**config.mk**
```make
export PLATFORM = sky130hd
export DESIGN_NAME = key_debounce_array_flat
export DESIGN_NICKNAME = d
export VERILOG_FILES = /design/src/rtl/key_debounce_if.sv /design/src/rtl/key_debounce_array.sv /design/src/flat_wrapper.sv
export SDC_FILE = /design/constraint.sdc
export NUM_CORES = 1
export LEC_CHECK = 0
export CAP_MARGIN = 20
export CORE_ASPECT_RATIO = 0.8
export CORE_MARGIN = 1
export CORE_UTILIZATION = 45
export CTS_CLUSTER_DIAMETER = 50
export DETAILED_ROUTE_END_ITERATION = 10
export PLACE_DENSITY = 0.58
export SYNTH_ARGS = -nofsm -noshare
export SYNTH_HDL_FRONTEND = slang
export SYNTH_SLANG_ARGS = --single-unit
export TNS_END_PERCENT = 20
```
**constraint.sdc**
```tcl
create_clock -name clk -period 2.6 [get_ports clk]
set_input_delay 0.39 -clock clk [delete_from_list [all_inputs] [get_ports clk]]
set_output_delay 0.39 -clock clk [all_outputs]
set_load 0.02 [all_outputs]
```
**src/rtl/key_debounce_if.sv**
```systemverilog
`default_nettype none
// ============================================================================
// Module   : key_debounce_if
// Brief    : Key inputs and debounced event outputs of the key debounce array.
// Revision : 1.0
// ============================================================================
interface key_debounce_if #(
    parameter int N_KEYS = 4
);
    logic [N_KEYS-1:0] i_key_in;
    logic [N_KEYS-1:0] i_repeat_en;
    logic [N_KEYS-1:0] o_key_level;
    logic [N_KEYS-1:0] o_key_press;
    logic [N_KEYS-1:0] o_key_release;
    logic [N_KEYS-1:0] o_key_repeat;
    logic [N_KEYS-1:0] o_key_evt;
    logic              o_evt_lost;

    modport master (
        output i_key_in, i_repeat_en,
        input  o_key_level, o_key_press, o_key_release, o_key_repeat, o_key_evt, o_evt_lost
    );

    modport slave (
        input  i_key_in, i_repeat_en,
        output o_key_level, o_key_press, o_key_release, o_key_repeat, o_key_evt, o_evt_lost
    );
endinterface
`default_nettype wire

```
**src/rtl/key_debounce_array.sv**
```systemverilog
`default_nettype none
// ============================================================================
// Module   : key_debounce_array
// Brief    : N-channel key synchroniser/debouncer with press, release and
//            auto-repeat pulses plus optional one-hot event arbitration.
// Revision : 1.0
// ============================================================================
module key_debounce_array #(
    parameter int N_KEYS          = 4,
    parameter int CNT_W           = 27,
    parameter int DEBOUNCE_CYCLES = 1000000,
    parameter int REPEAT_DELAY    = 50000000,
    parameter int REPEAT_PERIOD   = 10000000,
    parameter int ACTIVE_LOW_IN   = 0,
    parameter int ONEHOT_EVT      = 0
) (
    input  wire logic          clk,
    input  wire logic          rst,
    key_debounce_if.slave      bus
);

    typedef enum logic [1:0] {
        ST_IDLE   = 2'd0,
        ST_DELAY  = 2'd1,
        ST_REPEAT = 2'd2
    } rep_state_t;

    localparam logic [CNT_W-1:0]  c_DB_LAST = CNT_W'(DEBOUNCE_CYCLES - 1);
    localparam logic [CNT_W-1:0]  c_RD_LAST = CNT_W'(REPEAT_DELAY - 1);
    localparam logic [CNT_W-1:0]  c_RP_LAST = CNT_W'(REPEAT_PERIOD - 1);
    localparam logic [CNT_W-1:0]  c_CNT_ONE = CNT_W'(1);
    localparam logic [N_KEYS-1:0] c_KEY_ONE = N_KEYS'(1);

    logic [N_KEYS-1:0] w_key;
    logic [N_KEYS-1:0] r_s1;
    logic [N_KEYS-1:0] r_s2;
    logic [N_KEYS-1:0] r_level;
    logic [N_KEYS-1:0] r_press;
    logic [N_KEYS-1:0] r_release;
    logic [N_KEYS-1:0] r_repeat;
    logic [N_KEYS-1:0] r_evt;
    logic              r_lost;

    logic [N_KEYS-1:0] w_press;
    logic [N_KEYS-1:0] w_release;
    logic [N_KEYS-1:0] w_repeat;
    logic [N_KEYS-1:0] w_evt_raw;
    logic [N_KEYS-1:0] w_evt;
    logic              w_lost;

    assign w_key = (ACTIVE_LOW_IN != 0) ? ~bus.i_key_in : bus.i_key_in;

    always_ff @(posedge clk or negedge rst) begin
        if (!rst) begin
            r_s1      <= '0;
            r_s2      <= '0;
            r_level   <= '0;
            r_press   <= '0;
            r_release <= '0;
            r_repeat  <= '0;
            r_evt     <= '0;
            r_lost    <= 1'b0;
        end else begin
            r_s1      <= w_key;
            r_s2      <= r_s1;
            r_level   <= r_level ^ (w_press | w_release);
            r_press   <= w_press;
            r_release <= w_release;
            r_repeat  <= w_repeat;
            r_evt     <= w_evt;
            r_lost    <= w_lost;
        end
    end

    for (genvar i = 0; i < N_KEYS; i++) begin : g_ch
        logic [CNT_W-1:0] r_db_cnt;
        logic [CNT_W-1:0] r_rep_cnt;
        rep_state_t       r_state;
        logic             w_diff;
        logic             w_accept;
        logic             w_due;

        // Level flips on the edge where the mismatch run would reach its target.
        assign w_diff       = r_s2[i] ^ r_level[i];
        assign w_accept     = w_diff && (r_db_cnt == c_DB_LAST);
        assign w_press[i]   = w_accept && !r_level[i];
        assign w_release[i] = w_accept && r_level[i];
        assign w_due        = ((r_state == ST_DELAY)  && (r_rep_cnt == c_RD_LAST)) ||
                              ((r_state == ST_REPEAT) && (r_rep_cnt == c_RP_LAST));
        assign w_repeat[i]  = w_due && bus.i_repeat_en[i] && !w_release[i];

        always_ff @(posedge clk or negedge rst) begin
            if (!rst) begin
                r_db_cnt  <= '0;
                r_rep_cnt <= '0;
                r_state   <= ST_IDLE;
            end else begin
                if (!w_diff || w_accept) begin
                    r_db_cnt <= '0;
                end else begin
                    r_db_cnt <= r_db_cnt + c_CNT_ONE;
                end

                case (r_state)
                    ST_IDLE: begin
                        r_rep_cnt <= '0;
                        if (w_press[i] && bus.i_repeat_en[i]) begin
                            r_state <= ST_DELAY;
                        end
                    end
                    ST_DELAY, ST_REPEAT: begin
                        if (w_release[i] || !bus.i_repeat_en[i]) begin
                            r_state   <= ST_IDLE;
                            r_rep_cnt <= '0;
                        end else if (w_due) begin
                            r_state   <= ST_REPEAT;
                            r_rep_cnt <= '0;
                        end else begin
                            r_rep_cnt <= r_rep_cnt + c_CNT_ONE;
                        end
                    end
                    default: begin
                        r_state   <= ST_IDLE;
                        r_rep_cnt <= '0;
                    end
                endcase
            end
        end
    end

    assign w_evt_raw = w_press | w_repeat;

    if (ONEHOT_EVT != 0) begin : g_onehot
        // x & -x isolates the lowest set bit; x & (x-1) is nonzero when more remain.
        assign w_evt  = w_evt_raw & (~w_evt_raw + c_KEY_ONE);
        assign w_lost = |(w_evt_raw & (w_evt_raw - c_KEY_ONE));
    end else begin : g_plain
        assign w_evt  = w_evt_raw;
        assign w_lost = 1'b0;
    end

    assign bus.o_key_level   = r_level;
    assign bus.o_key_press   = r_press;
    assign bus.o_key_release = r_release;
    assign bus.o_key_repeat  = r_repeat;
    assign bus.o_key_evt     = r_evt;
    assign bus.o_evt_lost    = r_lost;

endmodule
`default_nettype wire

```
**src/flat_wrapper.sv**
```systemverilog
// flat-port wrapper written by rule: the top's interface ports become plain ports
module key_debounce_array_flat 
#(
    parameter int N_KEYS          = 4,
    parameter int CNT_W           = 27,
    parameter int DEBOUNCE_CYCLES = 1000000,
    parameter int REPEAT_DELAY    = 50000000,
    parameter int REPEAT_PERIOD   = 10000000,
    parameter int ACTIVE_LOW_IN   = 0,
    parameter int ONEHOT_EVT      = 0
)
  (clk, rst, bus_i_key_in, bus_i_repeat_en, bus_o_key_level, bus_o_key_press, bus_o_key_release, bus_o_key_repeat, bus_o_key_evt, bus_o_evt_lost);
  key_debounce_if #(.N_KEYS(N_KEYS)) bus_i ();
  input  wire logic clk;
  input  wire logic rst;
  input wire logic [$bits(bus_i.i_key_in)-1:0] bus_i_key_in;
  input wire logic [$bits(bus_i.i_repeat_en)-1:0] bus_i_repeat_en;
  output wire logic [$bits(bus_i.o_key_level)-1:0] bus_o_key_level;
  output wire logic [$bits(bus_i.o_key_press)-1:0] bus_o_key_press;
  output wire logic [$bits(bus_i.o_key_release)-1:0] bus_o_key_release;
  output wire logic [$bits(bus_i.o_key_repeat)-1:0] bus_o_key_repeat;
  output wire logic [$bits(bus_i.o_key_evt)-1:0] bus_o_key_evt;
  output wire logic [$bits(bus_i.o_evt_lost)-1:0] bus_o_evt_lost;
  assign bus_i.i_key_in = bus_i_key_in;
  assign bus_i.i_repeat_en = bus_i_repeat_en;
  assign bus_o_key_level = bus_i.o_key_level;
  assign bus_o_key_press = bus_i.o_key_press;
  assign bus_o_key_release = bus_i.o_key_release;
  assign bus_o_key_repeat = bus_i.o_key_repeat;
  assign bus_o_key_evt = bus_i.o_key_evt;
  assign bus_o_evt_lost = bus_i.o_evt_lost;
  key_debounce_array #(.N_KEYS(N_KEYS), .CNT_W(CNT_W), .DEBOUNCE_CYCLES(DEBOUNCE_CYCLES), .REPEAT_DELAY(REPEAT_DELAY), .REPEAT_PERIOD(REPEAT_PERIOD), .ACTIVE_LOW_IN(ACTIVE_LOW_IN), .ONEHOT_EVT(ONEHOT_EVT)) u_core (.clk(clk), .rst(rst), .bus(bus_i));
endmodule
```
==> impl_metrics.env <==
export IMPL_initial_utilization_pct=45.68
export IMPL_slew_violations=0
export IMPL_worst_pin_slew_ns=0.6264
export IMPL_drt_wl_total_mm=25.18
export IMPL_grt_pass1_vias=9140
export IMPL_status="finished with violations"
export IMPL_nets=1400
export IMPL_firstDrtPassIters=8
export IMPL_ys_warnings_count=0
export IMPL_tns_ns=0
export IMPL_grt_pass1_wl_mm=44.68
export IMPL_cts_buffers=31
export IMPL_synthesis_nets=1362
export IMPL_num_rows=55
export IMPL_register_area_mm2=0.006306
export IMPL_setup_violations=0
export IMPL_ys_ff_latch=252
export IMPL_period_needed_ns=2.401
export IMPL_yosysMostFrequentCell="nor2_1"
export IMPL_n_antenna_cell=0
export IMPL_skew_ns=0.02351
export IMPL_clock_path_buffers=3
export IMPL_synth_async_sr_flop_share_pct=100.0
export IMPL_critPathRequiredTime_ns=3.05
export IMPL_relSlewSlack_pct=57.92
export IMPL_end_kind="flop"
export IMPL_coreArea_mm2=0.02821
export IMPL_drtIter0Drc=533
export IMPL_synth_edf_count=0
export IMPL_drive_gt1_share_pct=6.978
export IMPL_final_antenna_net_count=0
export IMPL_globalplace_congestion=0.8215
export IMPL_grt_antenna_before_repair=0
export IMPL_die_area_mm2=0.02932
export IMPL_preCtsSetupSlack_ns=0.1918
export IMPL_die_w_um=191.2
export IMPL_vias_per_cell=5.292
export IMPL_finalHoldViolations=0
export IMPL_whs_path_depth=1
export IMPL_synth_area_leaders="dfrtp_1 49%, xnor2_1 9.7%, nor2_1 7.5%"
export IMPL_fill_cells=2645
export IMPL_finalCritPeriodShare_pct=92.35
export IMPL_r2r_cells=7
export IMPL_htreeDepth=1
export IMPL_ctsRootBufferMaster="clkbuf_16"
export IMPL_powerDensity_mw_per_mm2=613.8
export IMPL_grt_max_degree=72
export IMPL_violations="design-rule violations"
export IMPL_clock_latency_ns=0.57
export IMPL_pin_count=31
export IMPL_wl_per_cell_um=14.31
export IMPL_ys_types=69
export IMPL_clock_sinks=252
export IMPL_setup_ws_ns=0.1990
export IMPL_cts_tree="done"
export IMPL_post_cts_buffers=0
export IMPL_grt_use_total_pct=18.14
export IMPL_multiInputGateArea_mm2=0.006127
export IMPL_drc_errors=2
export IMPL_yosysTopAreaCell="dfrtp_1"
export IMPL_grt_ovfl_total=0
export IMPL_die_h_um=153.4
export IMPL_area_growth_pct=14.33
export IMPL_rsz0062_at_grt="false"
export IMPL_worst_setup_path_type="reg -> reg"
export IMPL_min_path_type="in -> reg"
export IMPL_synth_commonest_cells="258 x nor2_1, 252 x dfrtp_1, 142 x xnor2_1"
export IMPL_peakVddDrop_mv=0.5310
export IMPL_fmax_mhz=416.5
export IMPL_synthCells=1327
export IMPL_port_buffers=29
export IMPL_seq_area_frac_synth_pct=48.93
export IMPL_syn_avg_cell_area_um2=9.712
export IMPL_synth_flop_cell="dfrtp_1"
export IMPL_p_leak_nw=5.848
export IMPL_crit_fanout=4
export IMPL_clk_pin_slew_ns=0.06
export IMPL_cap_violations=0
export IMPL_dp_hpwl_mm=16.89
export IMPL_yosysTopAreaCellShare_pct=48.93
export IMPL_syn_area_mm2=0.01289
export IMPL_critPathArrivalTime_ns=2.85
export IMPL_vias=9314
export IMPL_startpoint_type="flop"
-- placed cells by master (no fill, tap or decap), drive strengths merged, types with 3 or more instances in the layout --
| cell type | count |
|---|---|
| a21o | 3 |
| and2 | 9 |
| and3 | 28 |
| and4 | 27 |
| buf | 19 |
| bufinv | 5 |
| clkbuf | 43 |
| clkdlybuf4s50 | 28 |
| clkinv | 5 |
| dfrtp | 252 |
| ha | 25 |
| inv | 53 |
| nand2 | 78 |
| nand2b | 8 |
| nand3 | 77 |
| nand3b | 4 |
| nand4 | 52 |
| nand4b | 4 |
| nor2 | 258 |
| nor2b | 5 |
| nor3 | 56 |
| nor3b | 3 |
| nor4 | 58 |
| nor4b | 11 |
| o21ai | 3 |
| or2 | 5 |
| or3 | 9 |
| or4 | 11 |
| or4b | 10 |
| or4bb | 3 |
| xnor2 | 142 |
| xor2 | 59 |
-- per-layer routing --
| metal | share of wire [%] | track usage [%] | wire length (um) |
|---|---|---|---|
| met5 | 0 | 0 | 0 |
| met4 | 1.8 | 4.422 | 450 |
| met2 | 42 | 26.31 | 10460 |
| met1 | 53 | 27.89 | 13420 |
| met3 | 3.4 | 3.077 | 849 |
-- power breakdown --
part / total (mW) / switching (mW) / internal (mW)
sequential: 4.03 / 0.0561 / 3.98
combinational: 0.458 / 0.289 / 0.169
clock: 4.55 / 1.71 / 2.85
total: 9.04 / 2.05 / 6.99
-- through the flow --
| stage | area, um2 | hold WS, ns | total power [mW] | util [%] | instances |
|---|---|---|---|---|---|
| 6_report | 14730 | 0.2583 | 9.044 | 52.22 | 1760 |
| 3_3_place_gp | 13630 | 0.3312 | 4.565 | 48.30 | 1701 |
| 3_5_place_dp | 13630 | 0.3358 | 4.567 | 48.30 | 1701 |
| 4_1_cts | 14730 | 0.2225 | 9.196 | 52.22 | 1760 |
| 2_1_floorplan | 12890 | 0.09441 | 4.366 | - | 1327 |
| 5_1_grt | 14730 | 0.2354 | 9.415 | 52.22 | 1760 |
-- worst max-delay path: stages, from the launching register on --
cell and delay, ns:
dfrtp_1 0.40, inv_1 0.11, ha_1 0.15, or4b_2 0.57
nor4_1 0.28, o2111a_1 0.29, o21a_1 0.15, mux2_2 0.34
-- kinds of logic (layout without fill, tap and decap cells) --
group                      Yosys count  in the layout  share of synthesized area, %
AOI/OAI and AO/OA                   32             32                         2.097
adders and majority gates           25             25                         2.427
DFF                                252            252                         48.93
xor gates and xnor gates           201            201                         13.66
buffers and inverters               93            156                         3.524
other                                1              1                       0.02910
muxes                                2              2                        0.1747
and+or+nand+nor                    721            721                         29.16
-- sequential cells by signal (all words and copies together) (netlist names), named ones only --
| register | cells |
|---|---|
| u_core.bus.o_key_press | 4 |
| u_core.r_s1 | 4 |
| u_core.bus.o_key_repeat | 4 |
| u_core.bus.o_key_evt | 4 |
| u_core.g_ch.r_state | 8 |
| u_core.g_ch.r_db_cnt | 108 |
| u_core.bus.o_key_release | 4 |
| u_core.g_ch.r_rep_cnt | 108 |
| u_core.r_s2 | 4 |
-- path summary, 6_finish.rpt --
| path | start | endpoint | slack [ns] |
|---|---|---|---|
| max in group asynchronous | rst | u_core.g_ch[1].r_db_cnt[18] | 1.44 |
| max reg2reg | u_core.g_ch[3].r_state[0] | u_core.g_ch[3].r_state[0] | 0.20 |
| max | u_core.g_ch[3].r_state[0] | u_core.g_ch[3].r_state[0] | 0.20 |
| min reg2reg | u_core.r_s1[2] | u_core.r_s2[2] | 0.35 |
| min in group asynchronous | rst | u_core.g_ch[0].r_rep_cnt[4] | 0.40 |
| min | bus_i_key_in[3] | u_core.r_s1[3] | 0.26 |
-- final cells by class --
type / instances / share of cell area (%)
clock buffer: 43 / 5.910
sequential: 252 / 42.80
timing repair buffer: 48 / 3.753
tap: 370 / 3.142
inverter: 50 / 1.274
multi-input combinational: 982 / 41.58
clock inverter: 15 / 1.537
-- timing repair --
| item | CTS | global route |
|---|---|---|
| hold buffers | 1 | 0 |
| hold endpoints to repair | 64 | 0 |
| endpoints found under the setup margin | 0 | 0 |
| resized for setup | 0 | 0 |
Note: power is estimated with default switching activity, not from simulation.
